===== config.mk =====
export PLATFORM = sky130hd
export DESIGN_NAME = shift_pipe
export DESIGN_NICKNAME = d
export VERILOG_FILES = /design/src/rtl/shift_pipe.sv
export SDC_FILE = /design/constraint.sdc
export NUM_CORES = 1
export LEC_CHECK = 0
export CORE_UTILIZATION = 40
export CTS_CLUSTER_SIZE = 8
export DETAILED_ROUTE_END_ITERATION = 7
export GPL_TIMING_DRIVEN = 0
export PLACE_DENSITY = 0.7
export SYNTH_ARGS = -nofsm -noshare
export SYNTH_HDL_FRONTEND = slang
export SYNTH_SLANG_ARGS = --single-unit

===== constraint.sdc =====
create_clock -name clk -period 2.8 [get_ports clk]
set_input_delay 0.84 -clock clk [delete_from_list [all_inputs] [get_ports clk]]
set_output_delay 0.84 -clock clk [all_outputs]
set_load 0.05 [all_outputs]

===== src/rtl/shift_pipe.sv =====
// rtl/shift_pipe.sv - DEPTH-stage data/valid shift pipeline with fill counter
// Optional stage tap port enabled by defining SHIFT_PIPE_TAP_EN.
module shift_pipe #(
    parameter int WIDTH = 8,
    parameter int DEPTH = 4
) (
    input  logic                       clk,
    input  logic                       rst,
    input  logic                       en,
    input  logic                       flush,
    input  logic [WIDTH-1:0]           d,
    input  logic                       d_vld,
`ifdef SHIFT_PIPE_TAP_EN
    input  logic [$clog2(DEPTH)-1:0]   tap_sel,
    output logic [WIDTH-1:0]           tap_q,
    output logic                       tap_vld,
`endif
    output logic [WIDTH-1:0]           q,
    output logic                       q_vld,
    output logic [$clog2(DEPTH+1)-1:0] fill,
    output logic                       full
);

    localparam int FW = $clog2(DEPTH+1);

    logic [WIDTH-1:0] stage_q [DEPTH];
    logic [DEPTH-1:0] vld_q;
    logic [FW-1:0]    fill_q;
    logic [FW-1:0]    fill_d;

    // Entry in and entry out on the same edge leave the population unchanged.
    always_comb begin
        fill_d = fill_q;
        if (d_vld && !vld_q[DEPTH-1]) begin
            fill_d = fill_q + FW'(1);
        end else if (!d_vld && vld_q[DEPTH-1]) begin
            fill_d = fill_q - FW'(1);
        end
    end

    always_ff @(posedge clk or posedge rst) begin
        if (rst) begin
            for (int i = 0; i < DEPTH; i++) begin
                stage_q[i] <= '0;
            end
            vld_q  <= '0;
            fill_q <= '0;
        end else if (flush) begin
            vld_q  <= '0;
            fill_q <= '0;
        end else if (en) begin
            stage_q[0] <= d;
            for (int i = 1; i < DEPTH; i++) begin
                stage_q[i] <= stage_q[i-1];
            end
            vld_q  <= {vld_q[DEPTH-2:0], d_vld};
            fill_q <= fill_d;
        end
    end

    assign q     = stage_q[DEPTH-1];
    assign q_vld = vld_q[DEPTH-1];
    assign fill  = fill_q;
    assign full  = (fill_q == FW'(DEPTH));

`ifdef SHIFT_PIPE_TAP_EN
    localparam int TW = $clog2(DEPTH);

    always_comb begin
        tap_q   = '0;
        tap_vld = 1'b0;
        if ({1'b0, tap_sel} < (TW+1)'(DEPTH)) begin
            tap_q   = stage_q[tap_sel];
            tap_vld = vld_q[tap_sel];
        end
    end
`endif

endmodule


==> impl_metrics.tcl <==
set metrics [dict create \
    gp_congestion 0.749 \
    slew_headroom_pct 44.8 \
    wire_per_inst_um 14.4 \
    post-route-worst-setup-slack_ps 218 \
    crit_buf_inv 2 \
    cts.sinks 39 \
    power.switching_fraction_pct 29.1 \
    finish.instance_area_um2 2260 \
    synth.most_common_cell "sky130_fd_sc_hd__dfrtp_1" \
    critPathRequiredTime_ps 1960 \
    p_leak_nw 1.04 \
    core-area_um2 4350 \
    worstSetupStartpoint "fill[0]$_DFFE_PP0P_" \
    criticalPathCategory "reg -> out" \
    floorplan.io_pins 26 \
    avgSynthCellArea_um2 15.9 \
    grt_first_pass_wirelength_um 5010 \
    worst_hold_path.num_cells 1 \
    htree_levels 2 \
    wirelength_um 2840 \
    syn_inst 113 \
    clock_insertion_delay_worst_skew_ps 290 \
    crit-reg2reg-capture "fill[2]$_DFFE_PP0P_" \
    timing.hold.worst.class "reg -> reg" \
    drtIter0Drc 25 \
    ys_async_sr_fraction_pct 100 \
    tightestPinTransition_ps 826 \
    synthesis.yosys.warnings 0 \
    timing.final.crit_period_ps 2580 \
    share_comb_of_total_power_pct 32.5 \
    cts_setup_buffers 0 \
    peak_fanout_along_the_critical_path 4 \
    final_antenna_net_count 0 \
    busiest_layer "met2" \
    post_synth_main_area_contributors "sky130_fd_sc_hd__dfrtp_1 (54%), sky130_fd_sc_hd__mux2_4 (25%), sky130_fd_sc_hd__buf_12 (3.3%)" \
    setup_repair_after_global_routing_missed_its_margin "false" \
    crit_path_max_cell_delay_ps 790 \
    placedInstanceArea_um2 2120 \
    worst_path_max_delay_cell "sky130_fd_sc_hd__clkdlybuf4s50_1" \
    drc_errors 0 \
    post_layout_nonfiller_instances 197 \
    diodes 0 \
    clock_path_buffers 2 \
    dpl.hpwl_um 1960 \
    dieArea_um2 4780 \
    final_min_period_over_clock_period_pct 92.2 \
    yosysTopAreaCell "sky130_fd_sc_hd__dfrtp_1" \
    max_freq_mhz 387 \
    grt_max_degree 21 \
    post_synth_instance_area_um2 1800 \
    synth_flop_cell "sky130_fd_sc_hd__dfrtp_1" \
    tritoncts_clock_tree "done" \
    cts_root_buffer "sky130_fd_sc_hd__clkbuf_8" \
    seqPwrFrac_pct 39.4 \
    number_of_global_route_vias_before_repair 1026 \
    place.port_buffers 23 \
    syn-num-nets 127 \
    antenna_found_initial 0 \
    yosysSeqAreaShare_pct 54.2 \
    cts.hold.buffers_added 0 \
    vias_post_dr 927 \
    dp_slack_ps 264 \
    flops_latches_synth 39 \
    clock_power_share_pct 28.1 \
    hold_violations 0 \
    path_cells "inv_1 -> and3_1 -> clkdlybuf4s50_1" \
    power_report.internal_total_mw 1.41 \
    layout-area-overhead-vs-synth_pct 25.5 \
    die-width_um 69.1 \
    worstSetupPathDepth 3 \
    worst_clock_skew_ps 7.50 \
    final_util_pct 51.9 \
    post_synth_most_frequent_cells "sky130_fd_sc_hd__dfrtp_1 (39), sky130_fd_sc_hd__mux2_4 (30), sky130_fd_sc_hd__buf_4 (8)" \
    start_util_pct 41.4 \
    power_density_nw_per_um2 878 \
    placedCellCount 189 \
    timing.final.max_slew_violations 0 \
    rr_startpoint "fill[0]$_DFFE_PP0P_" \
    critical-path-top-delay-family "buffers and inverters" \
    use_met3_pct 3.65 \
    grt_overflow_total 0 \
    die_y_um 69.1 \
    final.fill_count 352 \
    cts_inserted_buffers 5 \
    finalSetupViolations 0 \
    global_route.usage.met1_pct 17.8 \
    setup_tns_ps 0 \
    synth_top_area_share_pct 54.2 \
    clkTransAtPathRegs_ps 80 \
    cp_data_arrival_time_ps 1740 \
    drive_above_1_share_pct 39.3 \
    std_cell_rows 24 \
    vdd.ir_drop.worst_v 0.000314 \
    setup.worst_path.end "full" \
    drv_cap 0 \
    net-switching-power_mw 0.578 \
    run_status "finished clean" \
    grt.met2_usage_pct 21.1 \
    drt_pre_antenna_iters 5 \
    cts.repair.resized 0 \
    finish.net_count 158 \
    global_route.usage.total_pct 13.6 \
    worst_setup_end_kind "output pin" \
    average_vias_per_placed_instance 4.71 \
    worst-r2r-setup-slack_ps 1240 \
    synthDistinctLibCells 23 \
    synth_edf_count 0 \
    worst-r2r-cell-count 5 \
    timing.critical_path.from_type "flop" \
]
==> placed cells by master (no fill, tap or decap) <==
cell / n
sky130_fd_sc_hd__dfrtp_1: 39
sky130_fd_sc_hd__mux2_4: 30
sky130_fd_sc_hd__clkdlybuf4s50_1: 23
sky130_fd_sc_hd__buf_4: 8
sky130_fd_sc_hd__nor2_1: 5
sky130_fd_sc_hd__clkbuf_8: 5
sky130_fd_sc_hd__mux2i_1: 4
sky130_fd_sc_hd__buf_6: 3
sky130_fd_sc_hd__buf_12: 3
sky130_fd_sc_hd__inv_1: 3
sky130_fd_sc_hd__nand3_1: 2
sky130_fd_sc_hd__a21oi_1: 2
sky130_fd_sc_hd__mux2_2: 2
sky130_fd_sc_hd__bufinv_16: 2
sky130_fd_sc_hd__nor2b_4: 1
sky130_fd_sc_hd__xor2_1: 1
sky130_fd_sc_hd__and2_2: 1
sky130_fd_sc_hd__nand2b_1: 1
sky130_fd_sc_hd__o21ai_0: 1
sky130_fd_sc_hd__a211oi_1: 1
sky130_fd_sc_hd__nor2b_1: 1
sky130_fd_sc_hd__and3_1: 1
sky130_fd_sc_hd__nand4bb_1: 1
sky130_fd_sc_hd__nand4b_1: 1
sky130_fd_sc_hd__a21o_1: 1
sky130_fd_sc_hd__fa_1: 1
sky130_fd_sc_hd__clkinvlp_4: 1
sky130_fd_sc_hd__buf_16: 1
==> flip-flops by register name, indices dropped and copies added (netlist names) <==
name	count
stage_q	24
q	8
vld_q	4
fill	3
==> layout make-up <==
cell class              count  area [um^2]  share of cell area (%)
flip-flops and latches     39          976                    43.2
multi-input cells          57          661                    29.2
repair buffers             24          258                    11.4
plain buffers              14          154                    6.81
clock buffers               5         68.8                    3.04
clock inverters             3         67.6                    2.99
well taps                  52         65.1                    2.88
inverters                   3         11.3                   0.498
==> kinds of logic after synthesis <==
logic type	after synthesis	synth area share, %
flip-flops	39	54.2
adder cells (fa/ha/maj)	1	1.11
XOR/XNOR	1	0.486
AO/OA/AOI/OAI	5	1.67
AND/OR/NAND/NOR	14	4.93
multiplexers	36	28.5
buffers and inverters	17	9.17
==> metrics by stage <==
stage / power, mW / hold WS (ps)
2_1_floorplan: 1.27 / 476
3_3_place_gp: 1.41 / 486
3_5_place_dp: 1.44 / 493
4_1_cts: 2.01 / 517
5_1_grt: 2.07 / 527
6_report: 1.98 / 514
==> worst min-delay path by stage <==
stage                       startpoint                 endpoint
6_report              q[4]$_DFFE_PP0P_         q[4]$_DFFE_PP0P_
5_1_grt        stage_q[23]$_DFFE_PP0P_  stage_q[15]$_DFFE_PP0P_
4_1_cts        stage_q[13]$_DFFE_PP0P_         q[5]$_DFFE_PP0P_
3_5_place_dp   stage_q[28]$_DFFE_PP0P_  stage_q[28]$_DFFE_PP0P_
3_3_place_gp   stage_q[20]$_DFFE_PP0P_  stage_q[12]$_DFFE_PP0P_
2_1_floorplan  stage_q[28]$_DFFE_PP0P_  stage_q[28]$_DFFE_PP0P_
==> power by group through the flow <==
stage | Combinational [mW] | Sequential (mW) | Clock [mW]
5_1_grt | 0.679 | 0.801 | 0.593
6_report | 0.646 | 0.782 | 0.557
3_3_place_gp | 0.634 | 0.781 | 0
3_5_place_dp | 0.652 | 0.792 | 0
4_1_cts | 0.653 | 0.783 | 0.571
2_1_floorplan | 0.499 | 0.773 | 0
==> metal layers <==
layer  part of all wire (%)  wire length [um]
met2                     48              1370
met4                    1.9                53
met5                      0                 0
met1                     47              1340
met3                    2.5                70
==> worst register-to-register path, cell delays in order, from the launching register on <==
cell and delay, ps:
sky130_fd_sc_hd__dfrtp_1 400, sky130_fd_sc_hd__inv_1 90, sky130_fd_sc_hd__fa_1 450, sky130_fd_sc_hd__nand4bb_1 240, sky130_fd_sc_hd__a21o_1 180, sky130_fd_sc_hd__a21oi_1 130
No activity file was read; power rests on OpenSTA's default activity.
